## src/rtl/redmule_pkg.sv

```systemverilog
// Shared RedMulE types: HCI size descriptor, TCDM response opcodes and the
// response FIFO entry used by the TCDM target.
package redmule_pkg;

  typedef struct packed {
    int unsigned DW;
    int unsigned AW;
    int unsigned BW;
    int unsigned UW;
    int unsigned IW;
  } hci_size_parameter_t;

  localparam hci_size_parameter_t HCI_SIZE_TCDM_DEFAULT =
    '{DW: 32'd128, AW: 32'd32, BW: 32'd8, UW: 32'd2, IW: 32'd8};

  localparam logic RESP_OPC_OK  = 1'b0;
  localparam logic RESP_OPC_ERR = 1'b1;

  localparam int unsigned TCDM_DW = HCI_SIZE_TCDM_DEFAULT.DW;
  localparam int unsigned TCDM_UW = HCI_SIZE_TCDM_DEFAULT.UW;
  localparam int unsigned TCDM_IW = HCI_SIZE_TCDM_DEFAULT.IW;

  typedef struct packed {
    logic [TCDM_DW-1:0] data;
    logic               opc;
    logic [TCDM_IW-1:0] id;
    logic [TCDM_UW-1:0] user;
  } tcdm_resp_entry_t;

  // Pointer width that stays legal for a single-entry structure.
  function automatic int unsigned clog2_min1(input int unsigned v);
    return (v > 32'd1) ? $clog2(v) : 32'd1;
  endfunction

endpackage

```

## src/rtl/hci_outstanding_intf.sv

```systemverilog
// HCI outstanding TCDM channel: decoupled request and in-order response.
interface hci_outstanding_intf #(
  parameter int unsigned DW = 128,
  parameter int unsigned AW = 32,
  parameter int unsigned BW = 8,
  parameter int unsigned UW = 2,
  parameter int unsigned IW = 8
) ();

  logic             req_valid;
  logic             req_ready;
  logic [AW-1:0]    req_add;
  logic             req_wen;
  logic [DW-1:0]    req_data;
  logic [DW/BW-1:0] req_be;
  logic [UW-1:0]    req_user;
  logic [IW-1:0]    req_id;

  logic             resp_valid;
  logic             resp_ready;
  logic [DW-1:0]    resp_data;
  logic             resp_opc;
  logic [UW-1:0]    resp_user;
  logic [IW-1:0]    resp_id;

  modport initiator (
    output req_valid, req_add, req_wen, req_data, req_be, req_user, req_id, resp_ready,
    input  req_ready, resp_valid, resp_data, resp_opc, resp_user, resp_id
  );

  modport target (
    input  req_valid, req_add, req_wen, req_data, req_be, req_user, req_id, resp_ready,
    output req_ready, resp_valid, resp_data, resp_opc, resp_user, resp_id
  );

endinterface

```

## src/rtl/redmule_tcdm_resp_fifo.sv

```systemverilog
// Synchronous response FIFO; pointers wrap modulo DEPTH so any depth works.
module redmule_tcdm_resp_fifo
  import redmule_pkg::*;
#(
  parameter int unsigned DEPTH = 4,
  parameter type entry_t = tcdm_resp_entry_t,
  localparam int unsigned CNT_W = $clog2(DEPTH + 1)
) (
  input  logic             clk,
  input  logic             rst_n,
  input  logic             clear,
  input  logic             push,
  input  entry_t           wdata,
  input  logic             pop,
  output entry_t           rdata,
  output logic             empty,
  output logic             full,
  output logic [CNT_W-1:0] occ
);

  localparam int unsigned PTR_W = clog2_min1(DEPTH);

  entry_t           mem_r [DEPTH];
  logic [PTR_W-1:0] wptr_r;
  logic [PTR_W-1:0] rptr_r;
  logic [CNT_W-1:0] cnt_r;

  function automatic logic [PTR_W-1:0] ptr_inc(input logic [PTR_W-1:0] p);
    return (p == PTR_W'(DEPTH - 1)) ? PTR_W'(0) : p + PTR_W'(1);
  endfunction

  // Read/write pointers and occupancy
  always_ff @(posedge clk or negedge rst_n) begin
    if (!rst_n) begin
      wptr_r <= PTR_W'(0);
      rptr_r <= PTR_W'(0);
      cnt_r  <= CNT_W'(0);
    end else if (clear) begin
      wptr_r <= PTR_W'(0);
      rptr_r <= PTR_W'(0);
      cnt_r  <= CNT_W'(0);
    end else begin
      if (push) wptr_r <= ptr_inc(wptr_r);
      if (pop)  rptr_r <= ptr_inc(rptr_r);
      case ({push, pop})
        2'b10:   cnt_r <= cnt_r + CNT_W'(1);
        2'b01:   cnt_r <= cnt_r - CNT_W'(1);
        default: cnt_r <= cnt_r;
      endcase
    end
  end

  // Entry storage, zeroed on reset so an idle head reads as all-zero
  always_ff @(posedge clk or negedge rst_n) begin
    if (!rst_n) begin
      for (int unsigned i = 0; i < DEPTH; i++) mem_r[i] <= entry_t'(0);
    end else if (push && !clear) begin
      mem_r[wptr_r] <= wdata;
    end
  end

  assign rdata = mem_r[rptr_r];
  assign empty = (cnt_r == CNT_W'(0));
  assign full  = (cnt_r == CNT_W'(DEPTH));
  assign occ   = cnt_r;

endmodule

```

## src/rtl/redmule_tcdm_target.sv

```systemverilog
// HCI outstanding TCDM responder in front of a 1-cycle-latency word SRAM;
// returns one in-order response per accepted request.
module redmule_tcdm_target
  import redmule_pkg::*;
#(
  parameter hci_size_parameter_t HCI_SIZE_tcdm = HCI_SIZE_TCDM_DEFAULT,
  parameter int unsigned RESP_DEPTH = 4,
  parameter int unsigned MEM_AW = 12
) (
  input  logic                                        clk_i,
  input  logic                                        rst_ni,
  input  logic                                        clear_i,
  input  logic                                        stall_i,
  hci_outstanding_intf.target                         tcdm,
  output logic                                        mem_req_o,
  output logic                                        mem_we_o,
  output logic [MEM_AW-1:0]                           mem_addr_o,
  output logic [HCI_SIZE_tcdm.DW-1:0]                 mem_wdata_o,
  output logic [HCI_SIZE_tcdm.DW/HCI_SIZE_tcdm.BW-1:0] mem_be_o,
  input  logic [HCI_SIZE_tcdm.DW-1:0]                 mem_rdata_i,
  output logic                                        busy_o
);

  localparam int unsigned DW    = HCI_SIZE_tcdm.DW;
  localparam int unsigned AW    = HCI_SIZE_tcdm.AW;
  localparam int unsigned UW    = HCI_SIZE_tcdm.UW;
  localparam int unsigned IW    = HCI_SIZE_tcdm.IW;
  localparam int unsigned BOFF  = $clog2(DW / 8);
  localparam int unsigned IDX_W = AW - BOFF;
  localparam int unsigned CNT_W = $clog2(RESP_DEPTH + 1);
  localparam int unsigned USE_W = CNT_W + 1;

  typedef struct packed {
    logic [DW-1:0] data;
    logic          opc;
    logic [IW-1:0] id;
    logic [UW-1:0] user;
  } resp_entry_t;

  logic [IDX_W-1:0] idx_s;
  logic [BOFF-1:0]  unused_byte_off_s;
  logic             range_err_s;
  logic [USE_W-1:0] credits_used_s;
  logic             req_ready_s;
  logic             accept_s;
  logic             pop_s;
  logic             push_s;
  logic             iss_valid_r;
  logic             iss_read_r;
  logic             iss_err_r;
  logic [IW-1:0]    iss_id_r;
  logic [UW-1:0]    iss_user_r;
  resp_entry_t      push_entry_s;
  resp_entry_t      head_s;
  logic             fifo_empty_s;
  logic             unused_fifo_full_s;
  logic [CNT_W-1:0] occ_s;

  assign idx_s             = tcdm.req_add[AW-1:BOFF];
  assign unused_byte_off_s = tcdm.req_add[BOFF-1:0];

  generate
    if (IDX_W > MEM_AW) begin : g_range_check
      assign range_err_s = |idx_s[IDX_W-1:MEM_AW];
    end else begin : g_no_range_check
      assign range_err_s = 1'b0;
    end
  endgenerate

  // A pop in this cycle frees its slot for a same-cycle accept, so the
  // issue register plus FIFO can never exceed RESP_DEPTH entries.
  assign pop_s          = !fifo_empty_s && tcdm.resp_ready;
  assign credits_used_s = USE_W'(occ_s) + USE_W'(iss_valid_r) - USE_W'(pop_s);
  assign req_ready_s    = !stall_i && !clear_i && (credits_used_s < USE_W'(RESP_DEPTH));
  assign accept_s       = tcdm.req_valid && req_ready_s;
  assign tcdm.req_ready = req_ready_s;

  assign mem_req_o   = accept_s && !range_err_s;
  assign mem_we_o    = !tcdm.req_wen;
  assign mem_addr_o  = idx_s[MEM_AW-1:0];
  assign mem_wdata_o = tcdm.req_data;
  assign mem_be_o    = tcdm.req_be;

  // Issue register: tracks the request whose SRAM data lands next cycle
  always_ff @(posedge clk_i or negedge rst_ni) begin
    if (!rst_ni) begin
      iss_valid_r <= 1'b0;
      iss_read_r  <= 1'b0;
      iss_err_r   <= 1'b0;
      iss_id_r    <= IW'(0);
      iss_user_r  <= UW'(0);
    end else if (clear_i) begin
      iss_valid_r <= 1'b0;
      iss_read_r  <= 1'b0;
      iss_err_r   <= 1'b0;
      iss_id_r    <= IW'(0);
      iss_user_r  <= UW'(0);
    end else begin
      iss_valid_r <= accept_s;
      if (accept_s) begin
        iss_read_r <= tcdm.req_wen;
        iss_err_r  <= range_err_s;
        iss_id_r   <= tcdm.req_id;
        iss_user_r <= tcdm.req_user;
      end
    end
  end

  // Response entry built from the issue register and the SRAM read port
  always_comb begin
    push_entry_s.data = {DW{1'b0}};
    if (iss_read_r && !iss_err_r) begin
      push_entry_s.data = mem_rdata_i;
    end else begin
      push_entry_s.data = {DW{1'b0}};
    end
    push_entry_s.opc  = iss_err_r ? RESP_OPC_ERR : RESP_OPC_OK;
    push_entry_s.id   = iss_id_r;
    push_entry_s.user = iss_user_r;
  end

  assign push_s = iss_valid_r && !clear_i;

  redmule_tcdm_resp_fifo #(
    .DEPTH   (RESP_DEPTH),
    .entry_t (resp_entry_t)
  ) i_resp_fifo (
    .clk   (clk_i),
    .rst_n (rst_ni),
    .clear (clear_i),
    .push  (push_s),
    .wdata (push_entry_s),
    .pop   (pop_s),
    .rdata (head_s),
    .empty (fifo_empty_s),
    .full  (unused_fifo_full_s),
    .occ   (occ_s)
  );

  assign tcdm.resp_valid = !fifo_empty_s;
  assign tcdm.resp_data  = head_s.data;
  assign tcdm.resp_opc   = head_s.opc;
  assign tcdm.resp_id    = head_s.id;
  assign tcdm.resp_user  = head_s.user;

  assign busy_o = iss_valid_r || !fifo_empty_s;

endmodule

```

## src/flat_wrapper.sv

```systemverilog
// flat-port wrapper written by rule: the top's interface ports become plain ports
module redmule_tcdm_target_flat import redmule_pkg::*;
#(
  parameter hci_size_parameter_t HCI_SIZE_tcdm = HCI_SIZE_TCDM_DEFAULT,
  parameter int unsigned RESP_DEPTH = 4,
  parameter int unsigned MEM_AW = 12
)
  (clk_i, rst_ni, clear_i, stall_i, mem_req_o, mem_we_o, mem_addr_o, mem_wdata_o, mem_be_o, mem_rdata_i, busy_o, tcdm_req_valid, tcdm_req_add, tcdm_req_wen, tcdm_req_data, tcdm_req_be, tcdm_req_user, tcdm_req_id, tcdm_resp_ready, tcdm_req_ready, tcdm_resp_valid, tcdm_resp_data, tcdm_resp_opc, tcdm_resp_user, tcdm_resp_id);
  hci_outstanding_intf tcdm_i ();
  input  logic clk_i;
  input  logic rst_ni;
  input  logic clear_i;
  input  logic stall_i;
  output logic mem_req_o;
  output logic mem_we_o;
  output logic [MEM_AW-1:0] mem_addr_o;
  output logic [HCI_SIZE_tcdm.DW-1:0] mem_wdata_o;
  output logic [HCI_SIZE_tcdm.DW/HCI_SIZE_tcdm.BW-1:0] mem_be_o;
  input  logic [HCI_SIZE_tcdm.DW-1:0] mem_rdata_i;
  output logic busy_o;
  input wire logic [$bits(tcdm_i.req_valid)-1:0] tcdm_req_valid;
  input wire logic [$bits(tcdm_i.req_add)-1:0] tcdm_req_add;
  input wire logic [$bits(tcdm_i.req_wen)-1:0] tcdm_req_wen;
  input wire logic [$bits(tcdm_i.req_data)-1:0] tcdm_req_data;
  input wire logic [$bits(tcdm_i.req_be)-1:0] tcdm_req_be;
  input wire logic [$bits(tcdm_i.req_user)-1:0] tcdm_req_user;
  input wire logic [$bits(tcdm_i.req_id)-1:0] tcdm_req_id;
  input wire logic [$bits(tcdm_i.resp_ready)-1:0] tcdm_resp_ready;
  output wire logic [$bits(tcdm_i.req_ready)-1:0] tcdm_req_ready;
  output wire logic [$bits(tcdm_i.resp_valid)-1:0] tcdm_resp_valid;
  output wire logic [$bits(tcdm_i.resp_data)-1:0] tcdm_resp_data;
  output wire logic [$bits(tcdm_i.resp_opc)-1:0] tcdm_resp_opc;
  output wire logic [$bits(tcdm_i.resp_user)-1:0] tcdm_resp_user;
  output wire logic [$bits(tcdm_i.resp_id)-1:0] tcdm_resp_id;
  assign tcdm_i.req_valid = tcdm_req_valid;
  assign tcdm_i.req_add = tcdm_req_add;
  assign tcdm_i.req_wen = tcdm_req_wen;
  assign tcdm_i.req_data = tcdm_req_data;
  assign tcdm_i.req_be = tcdm_req_be;
  assign tcdm_i.req_user = tcdm_req_user;
  assign tcdm_i.req_id = tcdm_req_id;
  assign tcdm_i.resp_ready = tcdm_resp_ready;
  assign tcdm_req_ready = tcdm_i.req_ready;
  assign tcdm_resp_valid = tcdm_i.resp_valid;
  assign tcdm_resp_data = tcdm_i.resp_data;
  assign tcdm_resp_opc = tcdm_i.resp_opc;
  assign tcdm_resp_user = tcdm_i.resp_user;
  assign tcdm_resp_id = tcdm_i.resp_id;
  redmule_tcdm_target #(.HCI_SIZE_tcdm(HCI_SIZE_tcdm), .RESP_DEPTH(RESP_DEPTH), .MEM_AW(MEM_AW)) u_core (.clk_i(clk_i), .rst_ni(rst_ni), .clear_i(clear_i), .stall_i(stall_i), .tcdm(tcdm_i), .mem_req_o(mem_req_o), .mem_we_o(mem_we_o), .mem_addr_o(mem_addr_o), .mem_wdata_o(mem_wdata_o), .mem_be_o(mem_be_o), .mem_rdata_i(mem_rdata_i), .busy_o(busy_o));
endmodule
```

## config.mk

```make
export PLATFORM = sky130hd
export DESIGN_NAME = redmule_tcdm_target_flat
export DESIGN_NICKNAME = d
export VERILOG_FILES = /design/src/rtl/redmule_pkg.sv /design/src/rtl/hci_outstanding_intf.sv /design/src/rtl/redmule_tcdm_resp_fifo.sv /design/src/rtl/redmule_tcdm_target.sv /design/src/flat_wrapper.sv
export SDC_FILE = /design/constraint.sdc
export NUM_CORES = 1
export LEC_CHECK = 0
export CORE_ASPECT_RATIO = 1.1
export CORE_MARGIN = 5
export CORE_UTILIZATION = 45
export CTS_BUF_LIST = sky130_fd_sc_hd__clkbuf_4
export DETAILED_ROUTE_END_ITERATION = 10
export DONT_BUFFER_PORTS = 1
export PLACE_DENSITY_LB_ADDON = 0.08
export SYNTH_ARGS = -nofsm -noshare
export SYNTH_HDL_FRONTEND = slang
export SYNTH_SLANG_ARGS = --single-unit
```

## constraint.sdc

```tcl
create_clock -name clk_i -period 3 [get_ports clk_i]
set_clock_uncertainty 0.05 [all_clocks]
set_input_delay 0.6 -clock clk_i [delete_from_list [all_inputs] [get_ports clk_i]]
set_output_delay 0.6 -clock clk_i [all_outputs]
set_load 0.03 [all_outputs]
```

==> impl_metrics.sql, run 1 <==
INSERT INTO impl_metrics (metric_group, metric, value, unit) VALUES
('outcome', 'outcome', 'complete, but fails checks', ''),
('outcome', 'violations_in_the_final_reports', 'hold timing, slew limit, setup timing', ''),
('floorplanning', 'die-area', '0.0619', 'mm2'),
('layout', 'final_stage_net_count', '2722', ''),
('grt', 'grt_pass1_wl', '108000', 'um'),
('drt', 'wire_per_inst', '21.4', 'um'),
('power', 'power_per_cell_area', '693', 'mW/mm2'),
('layout', 'storage_element_area', '0.0144', 'mm2'),
('sta', 'rsz0062_at_grt', 'yes', ''),
('floorplanning', 'floorplan.core_area', '0.0562', 'mm2'),
('logic_synthesis', 'syn_inst', '2324', ''),
('logic_synthesis', 'number_of_synthesis_warnings', '0', ''),
('placement', 'gp_routability_congestion', '0.754', ''),
('power', 'peakVddDrop', '0.589', 'mV'),
('sta', 'report.final.hold_viol_count', '576', ''),
('sta', 'fmaxAchievable', '288', 'MHz'),
('clock_network', 'tritoncts', 'yes', ''),
('logic_synthesis', 'most_area_consuming_cells_after_synthesis', 'dfrtp_1 56%, mux4_2 12%, o21ai_0 10%', ''),
('drt', 'drtPass1Iterations', '5', ''),
('critical_path', 'path_max_fanout', '2', ''),
('layout', 'multi_input_area', '0.00937', 'mm2'),
('logic_synthesis', 'mappedNetlistNets', '2653', ''),
('logic_synthesis', 'synth-main-ff-cell', 'dfrtp_1', ''),
('drt', 'drtIter0Drc', '1002', ''),
('power', 'total_leakage_power', '13.0', 'nW'),
('logic_synthesis', 'synth_seq_area_share', '0.562', ''),
('drt', 'totalWireLength', '69600', 'um'),
('grt', 'global_route.overflow_total', '0', ''),
('clock_network', 'number_of_buffers_inserted_during_clock_tree_synthesis', '160', ''),
('clock_network', 'clock_latency', '0.91', 'ns'),
('sta', 'postLayoutSetupSlackWorst', '-0.478', 'ns'),
('drt', 'detail_route.vias_per_cell', '5.29', ''),
('sta', 'finalCriticalPeriod', '3.48', 'ns'),
('logic_synthesis', 'yosys-top-cells-count', '646 x nand2_1, 576 x dfrtp_1, 514 x o21ai_0, 162 x buf_4, 139 x mux4_2', ''),
('placement', 'placement.io_buffers', '0', ''),
('drt', 'drc', '0', ''),
('logic_synthesis', 'mappedNetlistArea', '0.0257', 'mm2'),
('grt', 'grt_util_overall', '0.225', ''),
('critical_path', 'crit_arrival', '2.83', 'ns'),
('logic_synthesis', 'synth_edf_count', '0', ''),
('sta', 'finalSetupViolations', '114', ''),
('logic_synthesis', 'synth.most_common_cell', 'nand2_1', ''),
('critical_path', 'criticalPathCategory', 'reg -> out', ''),
('sta', 'finalHoldWorstSlack', '-0.666', 'ns'),
('grt', 'grt_max_degree', '577', ''),
('logic_synthesis', 'synth_top_area_share', '0.562', ''),
('placement', 'detailed_place.area', '0.0253', 'mm2'),
('layout', 'final_layout_size_suffix_gt1_frac', '0.222', ''),
('drt', 'route.antenna.remaining_nets', '0', ''),
('logic_synthesis', 'postSynthAreaPerCell', '11.0', 'um2'),
('drt', 'via_count', '17200', ''),
('layout', 'final-instance-count-excl-fill', '3256', ''),
('clock_network', 'ctsHoldBuffers', '145', ''),
('critical_path', 'critPathCaptureType', 'output port', ''),
('sta', 'timing.final.crit_share', '1.16', ''),
('placement', 'dp.cells', '2792', ''),
('clock_network', 'clock_path_buffers', '3', ''),
('floorplanning', 'die_y', '260', 'um'),
('grt', 'antenna_violations_before_repair', '4', ''),
('clock_network', 'cts-htree-levels', '4', ''),
('logic_synthesis', 'yosysTopAreaCell', 'dfrtp_1', ''),
('sta', 'timing_worst_slew_pin_value', '2.07', 'ns'),
('layout', 'syn2layout_area_growth', '15.6', '%'),
('logic_synthesis', 'asyncSetResetFlopFracSynth', '1.00', ''),
('logic_synthesis', 'netlist-cell-type-count', '38', ''),
('clock_network', 'worst_setup_hold_path_clk_slew', '0.06', 'ns'),
('critical_path', 'required', '2.35', 'ns'),
('sta', 'worst_slew_margin_rel', '-0.378', ''),
('floorplanning', 'rows', '91', ''),
('clock_network', 'clock_sink_count', '576', ''),
('job', 'cap_violations', '0', ''),
('floorplanning', 'fp.dieW', '238', 'um'),
('placement', 'place.detailed.hpwl', '41600', 'um'),
('floorplanning', 'floorplan.initialDensity', '0.456', ''),
('layout', 'num-fill-cells', '5003', ''),
('hold_path', 'hold_path.class', 'in -> async', ''),
('logic_synthesis', 'register_bit_count_reported_by_yosys', '576', ''),
('critical_path', 'timing.critical_path.from_type', 'register', ''),
('clock_network', 'clockRootBuffer', 'clkbuf_4', ''),
('layout', 'fin_area', '0.0297', 'mm2'),
('sta', 'timing_max_transition_violations_final', '258', ''),
('floorplanning', 'io_pins', '621', ''),
('grt', 'first_global_vias', '18000', '');
-- final timing paths --
kind,start,to,slack [ns],depth (start not counted)
max in group asynchronous,rst_ni,u_core.i_resp_fifo.rptr_r[0]$_DFFE_PN0P_,1.63,0
max,u_core.i_resp_fifo.occ[2]$_DFFE_PN0P_,mem_req_o,-0.48,9
min reg2reg,u_core.i_resp_fifo.mem_r[119]$_DFFE_PN0P_,u_core.i_resp_fifo.mem_r[119]$_DFFE_PN0P_,0.42,2
min,rst_ni,u_core.i_resp_fifo.mem_r[324]$_DFFE_PN0P_,-0.67,0
min in group clk_i,stall_i,u_core.iss_valid_r$_DFF_PN0_,0.17,5
max reg2reg,u_core.i_resp_fifo.occ[2]$_DFFE_PN0P_,u_core.iss_id_r[5]$_DFFE_PN0P_,0.35,11
-- sequential cells by signal, summed over array words and instances (netlist names) --
name,flops
u_core.i_resp_fifo.mem_r,556
u_core.i_resp_fifo.occ,3
u_core.i_resp_fifo.rptr_r,2
u_core.i_resp_fifo.wptr_r,2
u_core.iss_err_r,1
u_core.iss_id_r,8
u_core.iss_read_r,1
u_core.iss_user_r,2
u_core.iss_valid_r,1
-- layout by cell type, fill, tap and decap left out, drive strengths merged --
cell,synthesis,layout
a211oi,1,1
a31oi,1,1
and2,1,1
and2b,1,1
and3b,1,1
buf,252,83
bufinv,0,3
clkbuf,71,245
clkinv,0,26
clkinvlp,0,2
dfrtp,576,576
diode,0,3
dlygate4sd3,0,145
fa,1,1
ha,7,7
inv,9,13
mux2,55,55
mux2i,3,3
mux4,139,139
nand2,646,646
nand2b,4,4
nand3,1,1
nand4,1,1
nor2,12,12
nor2b,12,12
nor3,1,1
nor4,4,4
o211a,2,2
o211ai,1,1
o21a,1,1
o21ai,514,514
o31ai,1,1
or2,1,1
or3,1,1
xnor2,3,3
xor2,1,1
-- critical path: stages, from the launching register on --
cell      delay, ns
dfrtp_1        0.40
o31ai_4        0.28
inv_2          0.09
ha_4           0.16
inv_2          0.06
ha_4           0.19
and3b_4        0.18
o211a_1        0.26
o211ai_4       0.20
nor2_4         0.09
-- area by class of cell --
class,instances,share of cell area
timing repair buffer,230,0.0961
inverter,9,0.00114
antenna,3,0.000253
tap,744,0.0314
clock inverter,35,0.00755
multi-input combinational,1416,0.316
clock buffer,243,0.0615
sequential,576,0.486
-- timing repair --
action | 4_1_cts | 5_1_grt
endpoints found under the setup margin | 142 | 141
gates resized for setup | 53 | 19
buffers inserted | 25 | 5
pin swaps | 5 | 3
gates cloned | 16 | 2
hold endpoints to repair | 1108 | 576
-- power breakdown --
group          leakage [nW]  internal, mW  switching, mW
combinational          3.72          1.88           2.82
sequential             8.02          8.37          0.358
clock                  1.22          3.92           3.21
total                  13.0          14.2           6.39
-- metrics by stage --
step / TNS [ns] / util / hold slack [ns] / setup slack, ns / power (mW)
4_1_cts: -34.77 / 0.527 / -0.838 / -0.671 / 20.9
3_3_place_gp: 0 / 0.450 / 0.268 / 0.172 / 12.7
2_1_floorplan: 0 / - / 0.254 / 0.0581 / 12.3
3_5_place_dp: 0 / 0.450 / 0.279 / 0.169 / 12.8
5_1_grt: -28.85 / 0.527 / -0.789 / -0.707 / 21.7
6_report: -8.65 / 0.527 / -0.666 / -0.478 / 20.6
-- cell families (layout without fill, tap and decap cells) --
logic type | after synthesis | count (layout) | synth area share
AO/OA/AOI/OAI | 521 | 521 | 0.104
adder cells (fa/ha/maj) | 8 | 8 | 0.00419
multiplexers | 197 | 197 | 0.148
other | 0 | 3 | 0
XOR/XNOR | 4 | 4 | 0.00166
buffers and inverters | 332 | 517 | 0.0767
flip-flops | 576 | 576 | 0.562
AND/OR/NAND/NOR | 686 | 686 | 0.104
-- metal layers --
metal / wire length (um) / vias up / GRT usage
li1: - / 8036 / -
met1: 28400 / 8419 / 0.283
met2: 32400 / 643 / 0.341
met3: 6990 / 123 / 0.110
met4: 1480 / 12 / 0.0738
met5: 298 / - / 0.0375
No activity file was read; power rests on OpenSTA's default activity.
==> run 2: changes to the inputs <==
- HOLD_SLACK_MARGIN: default -> 0.1
==> run 2 against run 1 <==
Net effect: the flow still finishes with violations (hold timing, slew limit, setup timing); core utilization hardly changed; sequential share of layout area hardly changed; via count is 0.44% higher; routed wire length is 0.15% higher; sequential cell count stayed put; highest routed layer unchanged; hold slack worse by 0.0043 ns; global-route usage hardly changed; final area hardly changed; maximum frequency is 0.17% lower; largest cell class unchanged.
==> impl_metrics.sql, run 2 (synthesis results as in run 1) <==
INSERT INTO impl_metrics (metric_group, metric, value, unit) VALUES
('placement', 'dp.cells', '2792', ''),
('floorplanning', 'fp.dieW', '238', 'um'),
('floorplanning', 'rows', '91', ''),
('grt', 'grt_pass1_wl', '108000', 'um'),
('layout', 'mostFrequentLayoutCells', '642 x nand2_1, 574 x dfrtp_1, 514 x o21ai_0', ''),
('critical_path', 'path_max_fanout', '2', ''),
('sta', 'worst_slew_margin_rel', '-0.390', ''),
('hold_path', 'hold_path.class', 'in -> async', ''),
('sta', 'setup_total_negative_slack', '-8.66', 'ns'),
('sta', 'finalCriticalPeriod', '3.48', 'ns'),
('layout', 'final_layout_size_suffix_gt1_frac', '0.221', ''),
('sta', 'fmaxAchievable', '287', 'MHz'),
('outcome', 'violations_in_the_final_reports', 'hold timing, slew limit, setup timing', ''),
('drt', 'totalWireLength', '69700', 'um'),
('layout', 'final-instance-count-excl-fill', '3257', ''),
('floorplanning', 'floorplan.core_area', '0.0562', 'mm2'),
('drt', 'wire_per_inst', '21.4', 'um'),
('grt', 'first_global_vias', '18000', ''),
('critical_path', 'critPathCaptureType', 'output port', ''),
('layout', 'utilization', '0.528', ''),
('grt', 'grt_util_overall', '0.225', ''),
('layout', 'largest-register', 'u_core.i_resp_fifo.mem_r', ''),
('floorplanning', 'die_y', '260', 'um'),
('grt', 'grt_max_degree', '577', ''),
('floorplanning', 'io_pins', '621', ''),
('layout', 'layout.cells.most_common', 'nand2_1', ''),
('power', 'peakVddDrop', '0.588', 'mV'),
('power', 'p_total', '20.6', 'mW'),
('drt', 'drtIter0Drc', '980', ''),
('critical_path', 'required', '2.35', 'ns'),
('clock_network', 'clockRootBuffer', 'clkbuf_4', ''),
('drt', 'via_count', '17300', ''),
('sta', 'finalSetupViolations', '114', ''),
('drt', 'route.antenna.remaining_nets', '0', ''),
('layout', 'final_stage_net_count', '2723', ''),
('clock_network', 'worst_setup_hold_path_clk_slew', '0.06', 'ns'),
('drt', 'drc', '0', ''),
('clock_network', 'clock_path_buffers', '3', ''),
('critical_path', 'crit_arrival', '2.83', 'ns'),
('clock_network', 'cts-htree-levels', '4', ''),
('sta', 'postLayoutSetupSlackWorst', '-0.484', 'ns'),
('critical_path', 'timing.critical_path.from_type', 'register', ''),
('sta', 'report.final.hold_viol_count', '576', ''),
('placement', 'gp_routability_congestion', '0.754', ''),
('layout', 'syn2layout_area_growth', '15.6', '%'),
('layout', 'largest_register_ffs', '556', ''),
('floorplanning', 'floorplan.initialDensity', '0.456', ''),
('outcome', 'outcome', 'complete, but fails checks', ''),
('power', 'total_leakage_power', '13.0', 'nW'),
('clock_network', 'ctsHoldBuffers', '147', ''),
('clock_network', 'clock_latency', '0.92', 'ns'),
('clock_network', 'clock_sink_count', '576', ''),
('grt', 'antenna_violations_before_repair', '4', ''),
('sta', 'timing_max_transition_violations_final', '261', ''),
('clock_network', 'tritoncts', 'yes', ''),
('critical_path', 'criticalPathCategory', 'reg -> out', ''),
('drt', 'detail_route.vias_per_cell', '5.31', ''),
('sta', 'timing.final.crit_share', '1.16', ''),
('power', 'power_per_cell_area', '693', 'mW/mm2'),
('floorplanning', 'die-area', '0.0619', 'mm2'),
('placement', 'placement.io_buffers', '0', ''),
('sta', 'finalHoldWorstSlack', '-0.670', 'ns'),
('sta', 'rsz0062_at_grt', 'yes', ''),
('grt', 'global_route.overflow_total', '0', ''),
('clock_network', 'number_of_buffers_inserted_during_clock_tree_synthesis', '160', ''),
('placement', 'place.detailed.hpwl', '41600', 'um'),
('drt', 'drtPass1Iterations', '5', ''),
('sta', 'timing_worst_slew_pin_value', '2.08', 'ns'),
('layout', 'num-fill-cells', '5000', ''),
('job', 'cap_violations', '0', '');
==> run 2: changes by cell type in the layout (fill, tap and decap cells not counted), sizes merged <==
cell	previous run	this run
dlygate4sd3	145	147
buf	83	82
==> run 2: final timing paths <==
kind | start | to | slack [ns] | cells past startpoint
min in group clk_i | clear_i | u_core.i_resp_fifo.mem_r[415]$_DFFE_PN0P_ | 0.25 | 3
setup / recovery | u_core.i_resp_fifo.occ[2]$_DFFE_PN0P_ | mem_req_o | -0.48 | 9
max in group asynchronous | rst_ni | u_core.i_resp_fifo.mem_r[405]$_DFFE_PN0P_ | 1.91 | 0
hold / removal | rst_ni | u_core.i_resp_fifo.mem_r[46]$_DFFE_PN0P_ | -0.67 | 0
setup reg to reg | u_core.i_resp_fifo.occ[2]$_DFFE_PN0P_ | u_core.iss_valid_r$_DFF_PN0_ | 0.19 | 11
hold reg to reg | u_core.i_resp_fifo.mem_r[119]$_DFFE_PN0P_ | u_core.i_resp_fifo.mem_r[119]$_DFFE_PN0P_ | 0.42 | 2
==> run 2: through the flow <==
stage	instance area (um2)	worst slack, ns
3_5_place_dp	25300	0.169
2_1_floorplan	25700	0.0581
4_1_cts	29700	-0.671
6_report	29700	-0.484
5_1_grt	29700	-0.709
3_3_place_gp	25300	0.172
==> run 2: critical path, cell delays in order (launching register included) <==
cell and delay, ns:
dfrtp_1 0.40, o31ai_4 0.28, inv_2 0.09, ha_4 0.16, inv_2 0.06, ha_4 0.19
and3b_4 0.18, o211a_1 0.26, o211ai_4 0.20, nor2_4 0.09
==> run 2: power breakdown <==
group / internal (mW) / total, mW / leakage [nW] / switching, mW
combinational: 1.88 / 4.70 / 3.72 / 2.82
sequential: 8.37 / 8.73 / 8.02 / 0.358
clock: 3.92 / 7.14 / 1.22 / 3.22
==> run 2: layout make-up <==
class                           instances  area, um2  share of cell area
Sequential cell                       576      14400               0.486
Timing Repair Buffer                  231       2860              0.0965
Tap cell                              744        931              0.0314
Multi-Input combinational cell       1416       9370               0.316
Antenna cell                            3       7.51            0.000253
Inverter                                9       33.8             0.00114
Clock inverter                         35        224             0.00755
Clock buffer                          243       1820              0.0615
==> run 2: repair_timing <==
| item | 4_1_cts | 5_1_grt |
|---|---|---|
| buffers inserted | 25 | 5 |
| resized for setup | 53 | 19 |
| endpoints found under the hold margin | 1108 | 576 |
| pin swaps | 5 | 3 |
| endpoints found under the setup margin | 142 | 142 |
| cloned | 16 | 2 |
==> run 2: per-layer routing <==
layer,wire length (um),global-route usage
met1,28300,0.283
met2,32400,0.341
met3,7270,0.110
met4,1440,0.0738
met5,298,0.0375
